### config.mk
export PLATFORM = sky130hd
export DESIGN_NAME = rf_write_arbiter
export DESIGN_NICKNAME = d
export VERILOG_FILES = /design/src/rtl/rf_pkg.sv /design/src/rtl/rr_arb2.sv /design/src/rtl/rf_write_arbiter.sv
export SDC_FILE = /design/constraint.sdc
export NUM_CORES = 1
export LEC_CHECK = 0
export BUFFER_PORTS_ARGS = -buffer_cell sky130_fd_sc_hd__buf_2
export CORE_UTILIZATION = 48
export CTS_CLUSTER_DIAMETER = 30
export CTS_CLUSTER_SIZE = 10
export DETAILED_ROUTE_END_ITERATION = 10
export PLACE_DENSITY_LB_ADDON = 0.15
export SLEW_MARGIN = 25
export SYNTH_ARGS = -nofsm -noshare
export SYNTH_HDL_FRONTEND = slang
export SYNTH_HIERARCHICAL = 1
export SYNTH_SLANG_ARGS = --single-unit
### constraint.sdc
create_clock -name clk -period 4.6 [get_ports clk]
set_clock_uncertainty 0.2 [all_clocks]
set_input_delay 0 -clock clk [delete_from_list [all_inputs] [get_ports clk]]
set_output_delay 0 -clock clk [all_outputs]
set_load 0.01 [all_outputs]
### src/rtl/rf_pkg.sv
// Shared constants and types for the integer register-file write path.
package rf_pkg;

  localparam int XLEN  = 64;
  localparam int NREGS = 32;
  localparam int AW    = $clog2(NREGS);

  localparam int REQ_LD  = 0;
  localparam int REQ_ALU = 1;

  typedef enum logic {
    INIT = 1'b0,
    RUN  = 1'b1
  } rf_state_t;

endpackage

### src/rtl/rr_arb2.sv
// Two-input round-robin arbiter. The registered pointer holds the index that
// was granted most recently; it only moves when upd_en_i is high.
module rr_arb2
  import rf_pkg::*;
(
  input  logic       clk,
  input  logic       reset,
  input  logic [1:0] req_i,
  input  logic       upd_en_i,
  output logic [1:0] gnt_o
);

  logic last_q, last_d;

  always_comb begin
    gnt_o = 2'b00;
    if (req_i == 2'b11) begin
      if (last_q == 1'(REQ_ALU)) gnt_o[REQ_LD]  = 1'b1;
      else                       gnt_o[REQ_ALU] = 1'b1;
    end else begin
      gnt_o = req_i;
    end
  end

  always_comb begin
    last_d = last_q;
    if (upd_en_i && (gnt_o != 2'b00)) last_d = gnt_o[REQ_ALU];
  end

  // Pointer starts on ALU so the first contended grant goes to the load side.
  always_ff @(posedge clk) begin
    if (reset) last_q <= 1'(REQ_ALU);
    else       last_q <= last_d;
  end

endmodule

### src/rtl/rf_write_arbiter.sv
// Shares the register file's single write port between ALU and load writeback.
// Define RF_INIT_SWEEP_EN to add the post-reset sweep writing x[i] = i.
module rf_write_arbiter
  import rf_pkg::*;
#(
  parameter int CNT_W = 16
) (
  input  logic             clk,
  input  logic             reset,
  input  logic             alu_valid,
  input  logic [AW-1:0]    alu_rd,
  input  logic [XLEN-1:0]  alu_data,
  output logic             alu_ready,
  input  logic             ld_valid,
  input  logic [AW-1:0]    ld_rd,
  input  logic [XLEN-1:0]  ld_data,
  output logic             ld_ready,
  output logic             rf_we,
  output logic [AW-1:0]    rf_waddr,
  output logic [XLEN-1:0]  rf_wdata,
  output logic             busy,
  output logic [CNT_W-1:0] conflict_cnt
);

  logic            active;
  logic            sweep_we;
  logic [AW-1:0]   sweep_idx;
  logic            alu_x0, ld_x0, alu_nz, ld_nz;
  logic [1:0]      req, gnt;
  logic            we_q, we_d;
  logic [AW-1:0]   waddr_q, waddr_d;
  logic [XLEN-1:0] wdata_q, wdata_d;
  logic [CNT_W-1:0] cnt_q, cnt_d;

`ifdef RF_INIT_SWEEP_EN
  rf_state_t     state_q, state_d;
  logic [AW-1:0] idx_q, idx_d;

  always_ff @(posedge clk) begin
    if (reset) begin
      state_q <= INIT;
      idx_q   <= '0;
    end else begin
      state_q <= state_d;
      idx_q   <= idx_d;
    end
  end

  always_comb begin
    state_d = state_q;
    idx_d   = idx_q;
    if (state_q == INIT) begin
      idx_d = idx_q + 1'b1;
      if (idx_q == AW'(NREGS - 1)) state_d = RUN;
    end
  end

  assign sweep_we  = (state_q == INIT);
  assign sweep_idx = idx_q;
  assign busy      = (state_q == INIT);
  assign active    = (state_q == RUN) && !reset;
`else
  assign sweep_we  = 1'b0;
  assign sweep_idx = '0;
  assign busy      = 1'b0;
  assign active    = !reset;
`endif

  // x0 targets are acknowledged but never reach the arbiter or the write port.
  assign alu_x0 = alu_valid && (alu_rd == '0);
  assign ld_x0  = ld_valid  && (ld_rd  == '0);
  assign alu_nz = alu_valid && (alu_rd != '0);
  assign ld_nz  = ld_valid  && (ld_rd  != '0);

  assign req[REQ_LD]  = ld_nz  && active;
  assign req[REQ_ALU] = alu_nz && active;

  rr_arb2 u_arb (
    .clk      (clk),
    .reset    (reset),
    .req_i    (req),
    .upd_en_i (active),
    .gnt_o    (gnt)
  );

  assign alu_ready = active && (alu_x0 || gnt[REQ_ALU]);
  assign ld_ready  = active && (ld_x0  || gnt[REQ_LD]);

  always_comb begin
    we_d    = 1'b0;
    waddr_d = waddr_q;
    wdata_d = wdata_q;
    cnt_d   = cnt_q;
    if (sweep_we) begin
      we_d    = 1'b1;
      waddr_d = sweep_idx;
      wdata_d = XLEN'(sweep_idx);
    end else if (gnt[REQ_LD]) begin
      we_d    = 1'b1;
      waddr_d = ld_rd;
      wdata_d = ld_data;
    end else if (gnt[REQ_ALU]) begin
      we_d    = 1'b1;
      waddr_d = alu_rd;
      wdata_d = alu_data;
    end
    if (active && alu_nz && ld_nz && (cnt_q != {CNT_W{1'b1}})) cnt_d = cnt_q + 1'b1;
  end

  always_ff @(posedge clk) begin
    if (reset) begin
      we_q    <= 1'b0;
      waddr_q <= '0;
      wdata_q <= '0;
      cnt_q   <= '0;
    end else begin
      we_q    <= we_d;
      waddr_q <= waddr_d;
      wdata_q <= wdata_d;
      cnt_q   <= cnt_d;
    end
  end

  assign rf_we        = we_q;
  assign rf_waddr     = waddr_q;
  assign rf_wdata     = wdata_q;
  assign conflict_cnt = cnt_q;

endmodule
Word level (Yosys, flattened, before mapping)
Index checks and enable logic that the tools add are counted.
Operators by class
  add/subtract/negate cells: 1
  multipliers: 0
  divide/modulo/power cells: 0
  $lt $le $gt $ge: 0
  equal/unequal tests: 2
  shift operators: 0
  muxes and demuxes: 9
  bitwise operators: 0
  reductions and logical operators: 19
Operator list (number)
  64-bit two-way mux: 2
  16-bit by 1-bit adder with 16-bit output (second input constant): 1
  16-bit != test (second input constant): 1
  1-bit logical AND: 11
  5-bit zero test: 2
  5-bit two-way mux: 2
  5-bit nonzero test: 2
  1-bit two-way mux: 4
  2-bit == test (second input constant): 1
  1-bit logical OR: 2
  2-bit two-way mux: 1
  2-bit nonzero test: 1
  1-bit zero test: 1
Word-level totals
  register bits after elaboration: 87
  bits in latches: 0
  memory bits (writable): 0
  ROM bits: 0
  input port bits: 142
  output and inout bits: 89
  word-level logic and storage cells: 36
  memories kept: 0

Longest topological paths before layout
Gate-level depths: netlist (run 1).
  depth after elaboration: 7
  depth in mapped cells: 11
  mapped depth without buffers: 8

Hierarchy
The synthesis (run 1) kept the hierarchy.
Modules (own cells, without submodules)
  rf_write_arbiter: instances 1, cells each 503, area an instance 4175.3 um^2, seq. area each 1721.7 um^2
  rr_arb2: instances 1, cells each 7, area an instance 61.3 um^2, seq. area each 20.0 um^2

Least setup slack after synthesis (run 1)
OpenSTA, ideal clock, no wires.
  kind: input-to-reg
  start: input reset
  end: register wdata_q[10] (netlist: rf_wdata[10])
  arrival time: 2041 ps
  path slack: 2232 ps
  cell stages on the path: 11
  path buffers: 6
  cells stage by stage: clkbuf_1 clkbuf_1 buf_1 nor2_1 a21boi_0 clkbuf_1 clkbuf_1 clkbuf_1 nor2_1 a21oi_1 nor2_1
Between the ends
  cells in the longest elaborated chain, start to end: 5
  elaborated cells on any way between the ends: 7
  those cells by class: eq/ne: 1; mux: 2; reduce/logical: 4
Ends and longest elaborated chain
  from (decl): line rf_write_arbiter.sv:9  | input logic reset,
  1-bit zero test (*): line rf_write_arbiter.sv:66  | assign active = !reset;
  1-bit logical AND (*): line rf_write_arbiter.sv:76  | assign req[REQ_ALU] = alu_nz && active;
  named net req[1]: line rf_write_arbiter.sv:29  | logic [1:0] req, gnt;
  2-bit == test (*): line rr_arb2.sv:17  | if (req_i == 2'b11) begin
  2-bit two-way mux (*): line rr_arb2.sv:17
  named net gnt[0]: line rf_write_arbiter.sv:29
  64-bit two-way mux or 2-bit nonzero test (tied branches)
  to (signal assigned): line rf_write_arbiter.sv:119  | wdata_q <= wdata_d;
  to (decl): line rf_write_arbiter.sv:32  | logic [XLEN-1:0] wdata_q, wdata_d;
The timed path passes the listed nets; every way through them passes the cells marked *.
A chain may end at the register's enable or synchronous reset.

Final worst setup path (run 1)
  start: input ld_rd[2]
  end: register wdata_q[29] (netlist: rf_wdata[29])
Between the ends
  cells in the longest elaborated chain, start to end: 6
  elaborated cells on any way between the ends: 7
  those cells by class: eq/ne: 1; mux: 2; reduce/logical: 4
Ends and longest elaborated chain
  from (decl): line rf_write_arbiter.sv:15  | input logic [AW-1:0] ld_rd,
  5-bit nonzero test: line rf_write_arbiter.sv:73  | assign ld_nz = ld_valid && (ld_rd != '0);
  1-bit logical AND: line rf_write_arbiter.sv:73
  1-bit logical AND: line rf_write_arbiter.sv:75  | assign req[REQ_LD] = ld_nz && active;
  named net req[0]: line rf_write_arbiter.sv:29
  2-bit == test: line rr_arb2.sv:17
  2-bit two-way mux: line rr_arb2.sv:17
  named net gnt[1]: line rf_write_arbiter.sv:29
  2-bit nonzero test
The timed path passes the listed nets, and every way through them passes these cells.

==> flow_metrics.env, run 1 <==
export IMPL_final_cells=972
export IMPL_vdd_ir_drop_worst_v=0.000199
export IMPL_postSynthRegisterBits=87
export IMPL_gr_max_usage_layer="met2"
export IMPL_slew_limit_headroom=0.348
export IMPL_area_growth_synth_to_final_pct=67.3
export IMPL_period_share=0.878
export IMPL_cts_hold_buffers_added=142
export IMPL_io_buffers=229
export IMPL_clock_transition_at_path_regs_ps=90
export IMPL_cap_violations=0
export IMPL_ys_warn_count=6
export IMPL_die_h_microns=95.9
export IMPL_hpwl_mm=8.58
export IMPL_yosysTopAreaCell="sky130_fd_sc_hd__dfxtp_1"
export IMPL_worst_slew_pin_transition_ps=978
export IMPL_number_of_antenna_violations_at_the_first_check_in_global_routing=2
export IMPL_global_route_usage_met2=0.656
export IMPL_drc=0
export IMPL_max_freq_mhz=248
export IMPL_timing_critical_path_to_type="flop"
export IMPL_hold_viol_final=0
export IMPL_first_pass_iters=7
export IMPL_synth_sequential_area_ratio=0.411
export IMPL_grt_total_usage=0.375
export IMPL_drt_initial_drc_count=291
export IMPL_finalSetupViolCount=0
export IMPL_fin_ws_ps=562
export IMPL_status="finished clean"
export IMPL_worst_setup_path_start_kind="input pin"
export IMPL_totalNegativeSetupSlack_ps=0
export IMPL_cts_root_buffer="sky130_fd_sc_hd__clkbuf_8"
export IMPL_critPathArrivalTime_ps=4030
export IMPL_vias=5447
export IMPL_post_synth_edffs=0
export IMPL_syn_num_nets=653
export IMPL_dieWidth_microns=95.9
export IMPL_pre_cts_slack_ps=1480
export IMPL_tritoncts="built"
export IMPL_route_detailed_vias_per_inst=5.60
export IMPL_num_fill_cells=443
export IMPL_avgSynthCellArea_sq_um=8.31
export IMPL_placedInstanceArea_sq_um=5420
export IMPL_synth_area_sq_um=4240
export IMPL_layout_min_cycle_time_ps=4040
export IMPL_fraction_of_synthesized_cell_area_taken_by_the_top_area_cell_type=0.411
export IMPL_grt_overflow=0
export IMPL_insertion_delay_ps=360
export IMPL_post_synth_inst_count=510
export IMPL_critical_path_class="in2reg"
export IMPL_num_io_pins=231
export IMPL_tritoncts_num_sinks=87
export IMPL_grt_pass1_wl_mm=26.0
export IMPL_async_reset_ff_frac=0
export IMPL_routed_wirelength_mm=17.5
export IMPL_groute_layer_met3_usage=0.0916
export IMPL_dieArea_sq_um=9210
export IMPL_power_density_nw_per_um2=269
export IMPL_detail_route_antenna_nets=0
export IMPL_placeableCoreArea_sq_um=8380
export IMPL_finalInstanceArea_sq_um=7090
export IMPL_maximum_number_of_pins_on_one_net_before_global_route_repair=91
export IMPL_finalHoldWorstSlack_ps=69.8
export IMPL_worst_endpoint_required_ps=4590
export IMPL_rows=33
export IMPL_initial_utilization=0.505
export IMPL_grt_pass1_vias=5445
export IMPL_routedWlPerCell_microns=18.0
export IMPL_finalNetCount=1003
export IMPL_critPathMaxFanout=56
export IMPL_gp_routability_congestion=0.876
export IMPL_synth_cell_types=44
export IMPL_hold_class="in2reg"
export IMPL_max_slew_violations=0
export IMPL_number_of_gates_given_a_new_drive_strength_after_cts=0
export IMPL_final_layout_size_suffix_gt1_frac=0.312
export IMPL_grt_setup_unrepaired="false"
export IMPL_dpl_cell_count=811
export IMPL_ctsLongestPathBuffers=2
export IMPL_synth_area_leaders="sky130_fd_sc_hd__dfxtp_1, sky130_fd_sc_hd__mux2i_1, sky130_fd_sc_hd__nor2_1, sky130_fd_sc_hd__a21oi_1, sky130_fd_sc_hd__clkbuf_1"
export IMPL_cts_buffers_inserted=9
export IMPL_cts_setup_buffers=0
export IMPL_primary_ff_master_synth="sky130_fd_sc_hd__dfxtp_1"
export IMPL_depth_of_the_cts_h_tree=3
export IMPL_static_leakage_power_nw=3.25
export IMPL_met1_usage=0.390
-- worst paths after layout --
check	from	to	slack, ps	cells past startpoint
setup / recovery	ld_rd[2]	rf_wdata[29]	560	12
hold / removal	ld_valid	conflict_cnt[1]	70	4
setup reg to reg	u_arb/last_q	rf_wdata[29]	1720	7
hold reg to reg	conflict_cnt[4]	conflict_cnt[4]	320	2
-- power breakdown --
part | switching, mW | internal [mW]
Combinational | 0.233 | 0.271
Clock | 0.291 | 0.283
Sequential | 0.0299 | 0.797
-- cell families (layout without fill, tap and decap cells) --
kind of cell | Yosys count | after routing | share of synthesized area
AOI/OAI and AO/OA | 88 | 88 | 0.122
adders and majority gates | 1 | 1 | 0.00295
buffers and inverters | 44 | 399 | 0.0464
DFF | 87 | 87 | 0.411
muxes | 80 | 80 | 0.191
other | 1 | 3 | 0.000885
and+or+nand+nor | 209 | 209 | 0.226
-- cell usage in the layout (no fill, tap or decap), types with 2 or more instances in the layout --
cell / n
sky130_fd_sc_hd__buf_2: 229
sky130_fd_sc_hd__clkbuf_8: 11
sky130_fd_sc_hd__nor2_1: 152
sky130_fd_sc_hd__mux2_2: 6
sky130_fd_sc_hd__buf_4: 5
sky130_fd_sc_hd__o41ai_1: 3
sky130_fd_sc_hd__nor4_1: 10
sky130_fd_sc_hd__inv_1: 3
sky130_fd_sc_hd__and3_1: 3
sky130_fd_sc_hd__clkinvlp_4: 2
sky130_fd_sc_hd__nand4_1: 8
sky130_fd_sc_hd__nand2_1: 8
sky130_fd_sc_hd__a21oi_1: 72
sky130_fd_sc_hd__o21ai_4: 2
sky130_fd_sc_hd__o311ai_0: 3
sky130_fd_sc_hd__mux2i_1: 73
sky130_fd_sc_hd__a21boi_4: 2
sky130_fd_sc_hd__diode_2: 2
sky130_fd_sc_hd__and4_1: 2
sky130_fd_sc_hd__nor3_1: 2
sky130_fd_sc_hd__nor2b_1: 8
sky130_fd_sc_hd__dlygate4sd3_1: 142
sky130_fd_sc_hd__dfxtp_1: 87
sky130_fd_sc_hd__or4_4: 2
sky130_fd_sc_hd__nand3_1: 4
-- critical path: stages --
cell and delay (ps):
sky130_fd_sc_hd__dlygate4sd3_1 530, sky130_fd_sc_hd__buf_2 130, sky130_fd_sc_hd__or4_4 550, sky130_fd_sc_hd__o21ai_4 420, sky130_fd_sc_hd__inv_2 170, sky130_fd_sc_hd__a21boi_4 190
sky130_fd_sc_hd__buf_4 760, sky130_fd_sc_hd__mux2i_1 320, sky130_fd_sc_hd__nor2_1 80, sky130_fd_sc_hd__a21oi_1 160, sky130_fd_sc_hd__dlygate4sd3_1 600, sky130_fd_sc_hd__nor2_1 70
-- layer usage --
layer | up-vias | routed length [microns]
met5 | - | 0
met4 | 0 | 1100
met3 | 106 | 1390
met2 | 363 | 8880
met1 | 2510 | 6150
li1 | 2468 | -
-- cell usage after synthesis, types with 3 or more instances --
master / n
sky130_fd_sc_hd__a21oi_1: 72
sky130_fd_sc_hd__and3_1: 3
sky130_fd_sc_hd__buf_1: 3
sky130_fd_sc_hd__buf_2: 7
sky130_fd_sc_hd__clkbuf_1: 25
sky130_fd_sc_hd__dfxtp_1: 87
sky130_fd_sc_hd__inv_1: 3
sky130_fd_sc_hd__mux2_2: 6
sky130_fd_sc_hd__mux2i_1: 73
sky130_fd_sc_hd__nand2_1: 8
sky130_fd_sc_hd__nand3_1: 4
sky130_fd_sc_hd__nand4_1: 8
sky130_fd_sc_hd__nor2_1: 152
sky130_fd_sc_hd__nor2b_1: 8
sky130_fd_sc_hd__nor4_1: 10
sky130_fd_sc_hd__o311ai_0: 3
sky130_fd_sc_hd__o41ai_1: 3
-- flip-flops by register name, indices dropped and copies added (netlist names) --
signal,flops
rf_wdata,64
conflict_cnt,16
rf_waddr,5
rf_we,1
u_arb/last_q,1
-- final cells by class --
class	count	area, sq um	area share
Antenna cell	2	5.00	0.000706
Clock buffer	12	155	0.0219
Clock inverter	4	53.8	0.00759
Inverter	5	18.8	0.00265
Multi-Input combinational cell	379	2330	0.329
Sequential cell	87	1740	0.246
Tap cell	105	131	0.0185
Timing Repair Buffer	378	2650	0.374
-- stage by stage --
stage | total power, mW | util
after floorplan | 1.02 | -
after global placement | 1.15 | 0.646
after detailed placement | 1.16 | 0.646
after CTS | 1.85 | 0.841
after global routing | 1.97 | 0.846
final | 1.90 | 0.846
Note: power is estimated with default switching activity, not from simulation.
==> run 2: changes to the inputs <==
REMOVE_ABC_BUFFERS = 1   (was default)
==> flow_metrics.env, run 2 (synthesis results as in run 1) <==
export IMPL_die_h_microns=95.9
export IMPL_clock_transition_at_path_regs_ps=90
export IMPL_grt_total_usage=0.388
export IMPL_status="finished clean"
export IMPL_switching_power_as_a_share_of_total_power=0.293
export IMPL_routed_wirelength_mm=18.0
export IMPL_detail_route_antenna_nets=0
export IMPL_final_layout_size_suffix_gt1_frac=0.303
export IMPL_cts_root_buffer="sky130_fd_sc_hd__clkbuf_8"
export IMPL_drt_initial_drc_count=279
export IMPL_hold_viol_final=0
export IMPL_critical_path_class="in2reg"
export IMPL_initial_utilization=0.505
export IMPL_finalInstanceArea_sq_um=7110
export IMPL_tritoncts="built"
export IMPL_route_detailed_vias_per_inst=5.63
export IMPL_grt_pass1_vias=5638
export IMPL_power_density_nw_per_um2=262
export IMPL_hpwl_mm=8.48
export IMPL_antenna_cells=0
export IMPL_rows=33
export IMPL_finalHoldWorstSlack_ps=31.5
export IMPL_r2r_worst_path_cells=8
export IMPL_p_seq_frac=0.443
export IMPL_clock_power_share=0.280
export IMPL_critPathMaxFanout=71
export IMPL_hold_path_depth=2
export IMPL_insertion_delay_ps=360
export IMPL_vias=5494
export IMPL_final_core_utilization=0.849
export IMPL_timing_critical_path_to_type="flop"
export IMPL_layout_min_cycle_time_ps=4160
export IMPL_pre_cts_slack_ps=1820
export IMPL_max_freq_mhz=240
export IMPL_cts_buffers_inserted=9
export IMPL_totalNegativeSetupSlack_ps=0
export IMPL_grt_setup_unrepaired="false"
export IMPL_num_io_pins=231
export IMPL_critPathArrivalTime_ps=4220
export IMPL_start_of_the_worst_register_to_register_path="u_arb/last_q"
export IMPL_finalNetCount=1010
export IMPL_ctsLongestPathBuffers=2
export IMPL_mostFrequentLayoutCell="sky130_fd_sc_hd__buf_2"
export IMPL_hold_class="in2reg"
export IMPL_cts_setup_buffers=0
export IMPL_tritoncts_num_sinks=87
export IMPL_number_of_flip_flops_under_the_largest_register_name=64
export IMPL_number_of_gates_given_a_new_drive_strength_after_cts=0
export IMPL_combPwrFrac=0.277
export IMPL_worst_slew_pin_transition_ps=942
export IMPL_dieArea_sq_um=9210
export IMPL_period_share=0.905
export IMPL_first_pass_iters=5
export IMPL_routedWlPerCell_microns=18.4
export IMPL_depth_of_the_cts_h_tree=3
export IMPL_number_of_antenna_violations_at_the_first_check_in_global_routing=0
export IMPL_placedInstanceArea_sq_um=5410
export IMPL_endpoint_of_the_worst_hold_path="conflict_cnt[12]"
export IMPL_finalSetupViolCount=0
export IMPL_cell_internal_pwr_mw=1.32
export IMPL_placeableCoreArea_sq_um=8380
export IMPL_maximum_number_of_pins_on_one_net_before_global_route_repair=141
export IMPL_total_switching_power_mw=0.546
export IMPL_gp_routability_congestion=0.881
export IMPL_final_cell_mix="sky130_fd_sc_hd__buf_2, sky130_fd_sc_hd__dlygate4sd3_1, sky130_fd_sc_hd__nor2_1, sky130_fd_sc_hd__dfxtp_1, sky130_fd_sc_hd__mux2i_1"
export IMPL_io_buffers=229
export IMPL_grt_overflow=0
export IMPL_slew_limit_headroom=0.367
export IMPL_cap_violations=0
export IMPL_max_slew_violations=0
export IMPL_crit_reg2reg_capture="rf_wdata[40]"
export IMPL_fin_ws_ps=435
export IMPL_static_leakage_power_nw=3.28
export IMPL_worst_endpoint_required_ps=4650
export IMPL_timing_hold_worst_start="reset"
export IMPL_drc=0
export IMPL_dieWidth_microns=95.9
export IMPL_worst_setup_path_start_kind="input pin"
export IMPL_vdd_ir_drop_worst_v=0.000171
export IMPL_cts_hold_buffers_added=153
export IMPL_grt_pass1_wl_mm=26.7
export IMPL_r2r_setup_slack_ps=1630
export IMPL_area_growth_synth_to_final_pct=67.9
## run 2: area by class of cell
type	instances	area, sq um
Clock buffer	10	128
Clock inverter	4	48.8
Fill cell	431	1270
Inverter	5	18.8
Multi-Input combinational cell	379	2320
Sequential cell	87	1740
Tap cell	105	131
Timing Repair Buffer	385	2730
## run 2: worst max path at each step
stage / cells after the start / startpoint / slack (ps) / end
CTS: 13 / ld_rd[2] / 610 / rf_wdata[25]
finish: 13 / ld_rd[2] / 440 / rf_wdata[40]
detailed placement: 10 / ld_rd[2] / 1820 / rf_wdata[2]
global route: 13 / ld_rd[2] / 320 / rf_waddr[1]
floorplan: 8 / ld_rd[2] / -5010 / rf_waddr[3]
global placement: 10 / ld_rd[2] / 1900 / rf_wdata[4]
## run 2: worst max-delay path, cell delays in order
cell,delay [ps]
sky130_fd_sc_hd__dlygate4sd3_1,540
sky130_fd_sc_hd__buf_2,150
sky130_fd_sc_hd__or4_4,570
sky130_fd_sc_hd__o21ai_4,410
sky130_fd_sc_hd__inv_2,170
sky130_fd_sc_hd__a21boi_4,210
sky130_fd_sc_hd__buf_12,420
sky130_fd_sc_hd__mux2i_1,330
sky130_fd_sc_hd__nor2_1,80
sky130_fd_sc_hd__a21oi_1,120
sky130_fd_sc_hd__dlygate4sd3_1,560
sky130_fd_sc_hd__nor2_1,40
sky130_fd_sc_hd__dlygate4sd3_1,570
## run 2: metrics by stage
step | power, mW | std cells
after floorplan | 1.04 | 471
after global placement | 1.15 | 808
after detailed placement | 1.16 | 808
after CTS | 1.81 | 975
after global routing | 1.94 | 975
final | 1.86 | 975
## run 2: routing by layer
metal  vias to the layer above  GRT usage  routed length (microns)
met4                         0      0.282                     1320
met2                       386      0.688                     8870
li1                       2475          -                        -
met1                      2506      0.380                     6080
met3                       127      0.123                     1710
met5                         -          0                        0
## run 2: power groups by stage
| stage | Combinational [mW] | Clock [mW] | Sequential, mW |
|---|---|---|---|
| floorplan | 0.186 | 0 | 0.856 |
| global placement | 0.311 | 0 | 0.835 |
| detailed placement | 0.321 | 0 | 0.836 |
| CTS | 0.469 | 0.522 | 0.819 |
| global route | 0.545 | 0.564 | 0.828 |
| finish | 0.515 | 0.521 | 0.825 |
